--- src/rtl/regfile_scoreboard.sv ---
// Architectural integer register file with write-first read bypass and a
// per-register pending-write scoreboard for decode-side RAW hazard detection.

module regfile_scoreboard_cnt #(
   parameter int CNTW = 3
) (
   input  logic            clk,
   input  logic            resetn,
   input  logic            inc,
   input  logic            dec,
   input  logic            flush,
   output logic [CNTW-1:0] cnt
);
   always_ff @(posedge clk or negedge resetn) begin
      if (!resetn)
         cnt <= '0;
      else if (flush)
         cnt <= '0;
      else if (inc && !dec)
         cnt <= cnt + 1'b1;
      else if (dec && !inc)
         cnt <= cnt - 1'b1;
   end
endmodule

module regfile_scoreboard #(
   parameter int NREG = 32,
   parameter int XLEN = 64,
   parameter int AW   = 5,
   parameter int CNTW = 3
) (
   input  logic            clk,
   input  logic            resetn,
   input  logic [AW-1:0]   ra1,
   input  logic [AW-1:0]   ra2,
   output logic [XLEN-1:0] rd1,
   output logic [XLEN-1:0] rd2,
   output logic            hazard1,
   output logic            hazard2,
   input  logic            issue_valid,
   input  logic [AW-1:0]   issue_rd,
   output logic            issue_ready,
   input  logic            wvalid,
   input  logic [AW-1:0]   wa,
   input  logic [XLEN-1:0] wd,
   input  logic            flush,
   output logic            sb_err
);
   localparam logic [CNTW-1:0] CMAX = '1;
   localparam logic [CNTW-1:0] ONE  = CNTW'(1);

   logic [XLEN-1:0] regs [NREG];
   logic [CNTW-1:0] cnt  [NREG];
   logic [NREG-1:1] inc;
   logic [NREG-1:1] dec;
   logic            wr_en;

   assign wr_en  = wvalid && (wa != '0);
   assign cnt[0] = '0;

   // Data commits even under flush; only the pending tracking is discarded.
   always_ff @(posedge clk or negedge resetn) begin
      if (!resetn) begin
         for (int i = 0; i < NREG; i++) regs[i] <= '0;
      end else if (wr_en) begin
         regs[wa] <= wd;
      end
   end

   for (genvar i = 1; i < NREG; i++) begin : g_cnt
      assign inc[i] = issue_valid && issue_ready && (issue_rd == AW'(i));
      assign dec[i] = wvalid && (wa == AW'(i)) && (cnt[i] != '0);
      regfile_scoreboard_cnt #(.CNTW(CNTW)) u_cnt (
         .clk    (clk),
         .resetn (resetn),
         .inc    (inc[i]),
         .dec    (dec[i]),
         .flush  (flush),
         .cnt    (cnt[i])
      );
   end

   // Reads are forced to zero while reset is held so bypass cannot leak wd.
   assign rd1 = (!resetn || ra1 == '0) ? '0 : (wvalid && wa == ra1) ? wd : regs[ra1];
   assign rd2 = (!resetn || ra2 == '0) ? '0 : (wvalid && wa == ra2) ? wd : regs[ra2];

   // The last outstanding write committing now is covered by the bypass.
   assign hazard1 = (ra1 != '0) &&
                    ((cnt[ra1] > ONE) || (cnt[ra1] == ONE && !(wvalid && wa == ra1)));
   assign hazard2 = (ra2 != '0) &&
                    ((cnt[ra2] > ONE) || (cnt[ra2] == ONE && !(wvalid && wa == ra2)));

   assign issue_ready = !((issue_rd != '0) && (cnt[issue_rd] == CMAX) &&
                          !(wvalid && wa == issue_rd));

   always_ff @(posedge clk or negedge resetn) begin
      if (!resetn)
         sb_err <= 1'b0;
      else if (wr_en && cnt[wa] == '0 && !flush)
         sb_err <= 1'b1;
   end
endmodule

--- config.mk ---
export PLATFORM = sky130hd
export DESIGN_NAME = regfile_scoreboard
export DESIGN_NICKNAME = d
export VERILOG_FILES = /design/src/rtl/regfile_scoreboard.sv
export SDC_FILE = /design/constraint.sdc
export NUM_CORES = 2
export LEC_CHECK = 0
export CAP_MARGIN = 30
export CORE_ASPECT_RATIO = 1.25
export CORE_MARGIN = 4
export CORE_UTILIZATION = 24
export CTS_BUF_LIST = sky130_fd_sc_hd__clkbuf_8
export CTS_CLUSTER_SIZE = 24
export DETAILED_ROUTE_END_ITERATION = 7
export SYNTH_ARGS = -nofsm -noshare
export SYNTH_HDL_FRONTEND = slang
export SYNTH_SLANG_ARGS = --single-unit
--- constraint.sdc ---
create_clock -name clk -period 3.9 [get_ports clk]
set_input_delay 0.585 -clock clk [delete_from_list [all_inputs] [get_ports clk]]
set_output_delay 0.585 -clock clk [all_outputs]
set_load 0.03 [all_outputs]
==> flow_summary.toml <==
[logic_synthesis]
synth_adder_area_share = 0.00528
synth.mux.area_fraction = 0.446
yosys.area.top_type = "dfrtp_1"
ys_types = 64
synth_top_family_by_area = "multiplexers"
synth.area.top_cells = "dfrtp_1 46%, mux4_2 25%, mux2_2 18%"
syn_inst = 7840
synth_edf_count = 0
synth_area_per_cell_um2 = 15.0
mappedNetlistNets = 7960
synthXorXnorAreaFrac = 0.00450
ys_ff_latch = 2142
synth_top_flop_cell = "dfrtp_1"
async_flop_share = 1.00
ys_warn_count = 0
syn_area_mm2 = 0.118
synth_top_area_share = 0.456
synthSimpleGateAreaFrac = 0.0369
synth_compound_area_frac = 0.0211
yosysSeqAreaShare = 0.456

[timing]
hold_violations = 0
grt_setup_unrepaired = "yes"
worst_slack_ps = -108
period_share = 1.03
hold_ws_ps = 169
timing.fmax_mhz = 249
slew_viol_final = 0
slew-limit-headroom = 0.187
finClkSkew_ps = 55.6
worst_pin_slew_ps = 1220
setup_violations = 1
period_needed_ps = 4010

[route]
ant_nets = 0
wl_per_cell_um = 26.6
wl_met2_um = 203000
dr.pass1.iters = 7
vias_per_cell = 5.05
wl_met1_um = 158000
wirelength_um = 398000
drc = 0
dr_wl_met3_um = 18500
dr.max_layer_used = "met5"
num_vias = 75700
first_iter_violations = 5840

[worst_setup_path]
critPathCaptureType = "primary output"
crit_buf_inv = 3
cpPeakStageDelay_ps = 550
crit_chain = "buf_6 -> mux4_2 -> mux4_2 -> a221oi_4 -> o21ai_1 -> buf_4 -> buf_8"
worstSetupPathType = "register to primary output"
worstPathArrival_ps = 3420
cp_slowest_cell = "mux4_2"
path_max_fanout = 2
cp_common_cell = "mux4_2"
cp_top_family = "multiplexers"
cp.required_ps = 3310
cp-start-kind = "register"

[global_routing]
antenna_found_initial = 14
grt-ovfl-total = 0
grt_pass1_vias = 80200
grt_max_degree = 164
grt_pass1_wl_um = 582000
track_usage = 0.157

[die]
io_pins = 221
chipHeight_um = 791
start_util = 0.241
core_area_mm2 = 0.488
die-area_mm2 = 0.501
die_w_um = 634
num_rows = 287

[placement]
place_congestion = 0.871
dp_slack_ps = -378
dp_hpwl_um = 242000
io_buffers = 220
place_area_mm2 = 0.134

[power]
power_density_mw_per_mm2 = 457
p_leak_uw = 0.0592
max-vdd-ir-drop_uv = 238

[cells_and_area]
stdcell_area_mm2 = 0.141
final_common_cell = "dfrtp_1"
fin_nets = 8360
area_growth_pct = 19.6
drive_gt1_frac = 0.546
final_cell_mix = "2141 x dfrtp_1, 1875 x mux2_2, 1324 x mux4_2"

[min_path]
hold_class = "primary input to register"

[clock_network]
h-tree-depth = 5
root_buffer = "clkbuf_8"
cts-buffers-inserted = 336
cts_sinks = 2142
clock_latency_ps = 1000
cts_tree = "yes"
clk_pin_slew_ps = 60
clock_path_buffers = 4

[status]
outcome = "finished with violations"
violations = "negative setup slack"

[job]
max_cap_viol_count = 0
final timing paths:
path                                                         start                            endpoint  slack (ps)  depth (start not counted)
max in group asynchronous                                   resetn   g_cnt[6].u_cnt.cnt[2]$_DFFE_PN0P_        1480                          5
worst max register to register   g_cnt[1].u_cnt.cnt[0]$_DFFE_PN0P_   g_cnt[8].u_cnt.cnt[2]$_DFFE_PN0P_         270                         12
worst min-delay path                                         flush  g_cnt[31].u_cnt.cnt[0]$_DFFE_PN0P_         170                          2
worst max-delay path            g_cnt[15].u_cnt.cnt[0]$_DFFE_PN0P_                             hazard1        -110                          7
worst min register to register              regs[2025]$_DFFE_PN0P_              regs[2025]$_DFFE_PN0P_         400                          0
min in group asynchronous                                   resetn              regs[1058]$_DFFE_PN0P_         640                          3
where the power goes:
part           switching (uW)  internal (uW)
logic                    6080           9410
registers                2840          26300
clock network            9650          10100
what timing repair did:
item,4_1_cts,5_1_grt
buffers inserted,10,3
endpoints found under the hold margin,398,0
setup endpoints to repair,18,7
cloned,1,0
pin swaps,7,6
gates resized for setup,30,8
hold buffers,3,0
synth_stat cells (5+ instances only):
master,count
nor3b_1,21
buf_2,13
mux2_2,1875
nand2_1,469
o211a_1,12
o311a_1,7
a221oi_1,5
and2_1,7
nand3_1,16
o21a_1,16
xnor3_1,13
mux2i_1,137
nand2b_1,12
buf_1,139
o211ai_1,13
xnor2_1,14
or3_1,15
nor3_1,84
inv_1,79
or4_1,11
and3_1,10
dfrtp_1,2142
nor3_2,14
a21oi_1,23
a311oi_1,16
a2111oi_0,5
nor2_1,268
clkbuf_1,722
mux4_2,1324
o21ai_1,19
nand3b_1,6
fa_1,31
and3b_1,10
nor4_1,15
a21boi_0,13
a211oi_1,143
xor2_1,13
o21ai_0,39
nor2b_1,13
a21boi_1,11
routing by layer:
| layer | GRT usage | up-vias |
|---|---|---|
| li1 | - | 30900 |
| met1 | 0.194 | 41500 |
| met2 | 0.273 | 2395 |
| met3 | 0.0191 | 804 |
| met4 | 0.0692 | 12 |
| met5 | 0 | - |
stage by stage:
step           cells  TNS [ps]  utilization  power [uW]
2_1_floorplan   7840         0            -       38900
3_3_place_gp   14400     -4580        0.274       44600
3_5_place_dp   14400     -4850        0.274       45000
4_1_cts        15000      -374        0.288       65000
5_1_grt        15000      -326        0.288       67200
6_report       15000      -108        0.288       64300
cells by family after synthesis:
group / count (synthesis)
simple gates: 984
compound gates: 344
buf+inv: 959
fa+ha+maj: 31
xor+xnor: 40
mux: 3340
flops: 2142
registers in the layout, summed over array words and instances, names as in the netlist:
name / flops
regs: 2048
g_cnt.u_cnt.cnt: 93
sb_err: 1
layout make-up:
class / instances / area, um2
well taps: 6502 / 8140
flip-flops and latches: 2142 / 53600
fillers: 49200 / 348000
clock buffers: 426 / 5860
multi-input cells: 4740 / 60800
inverters: 81 / 304
clock inverters: 157 / 846
repair buffers: 939 / 11100
diodes: 5 / 12.5
No activity file was read; power rests on OpenSTA's default activity.
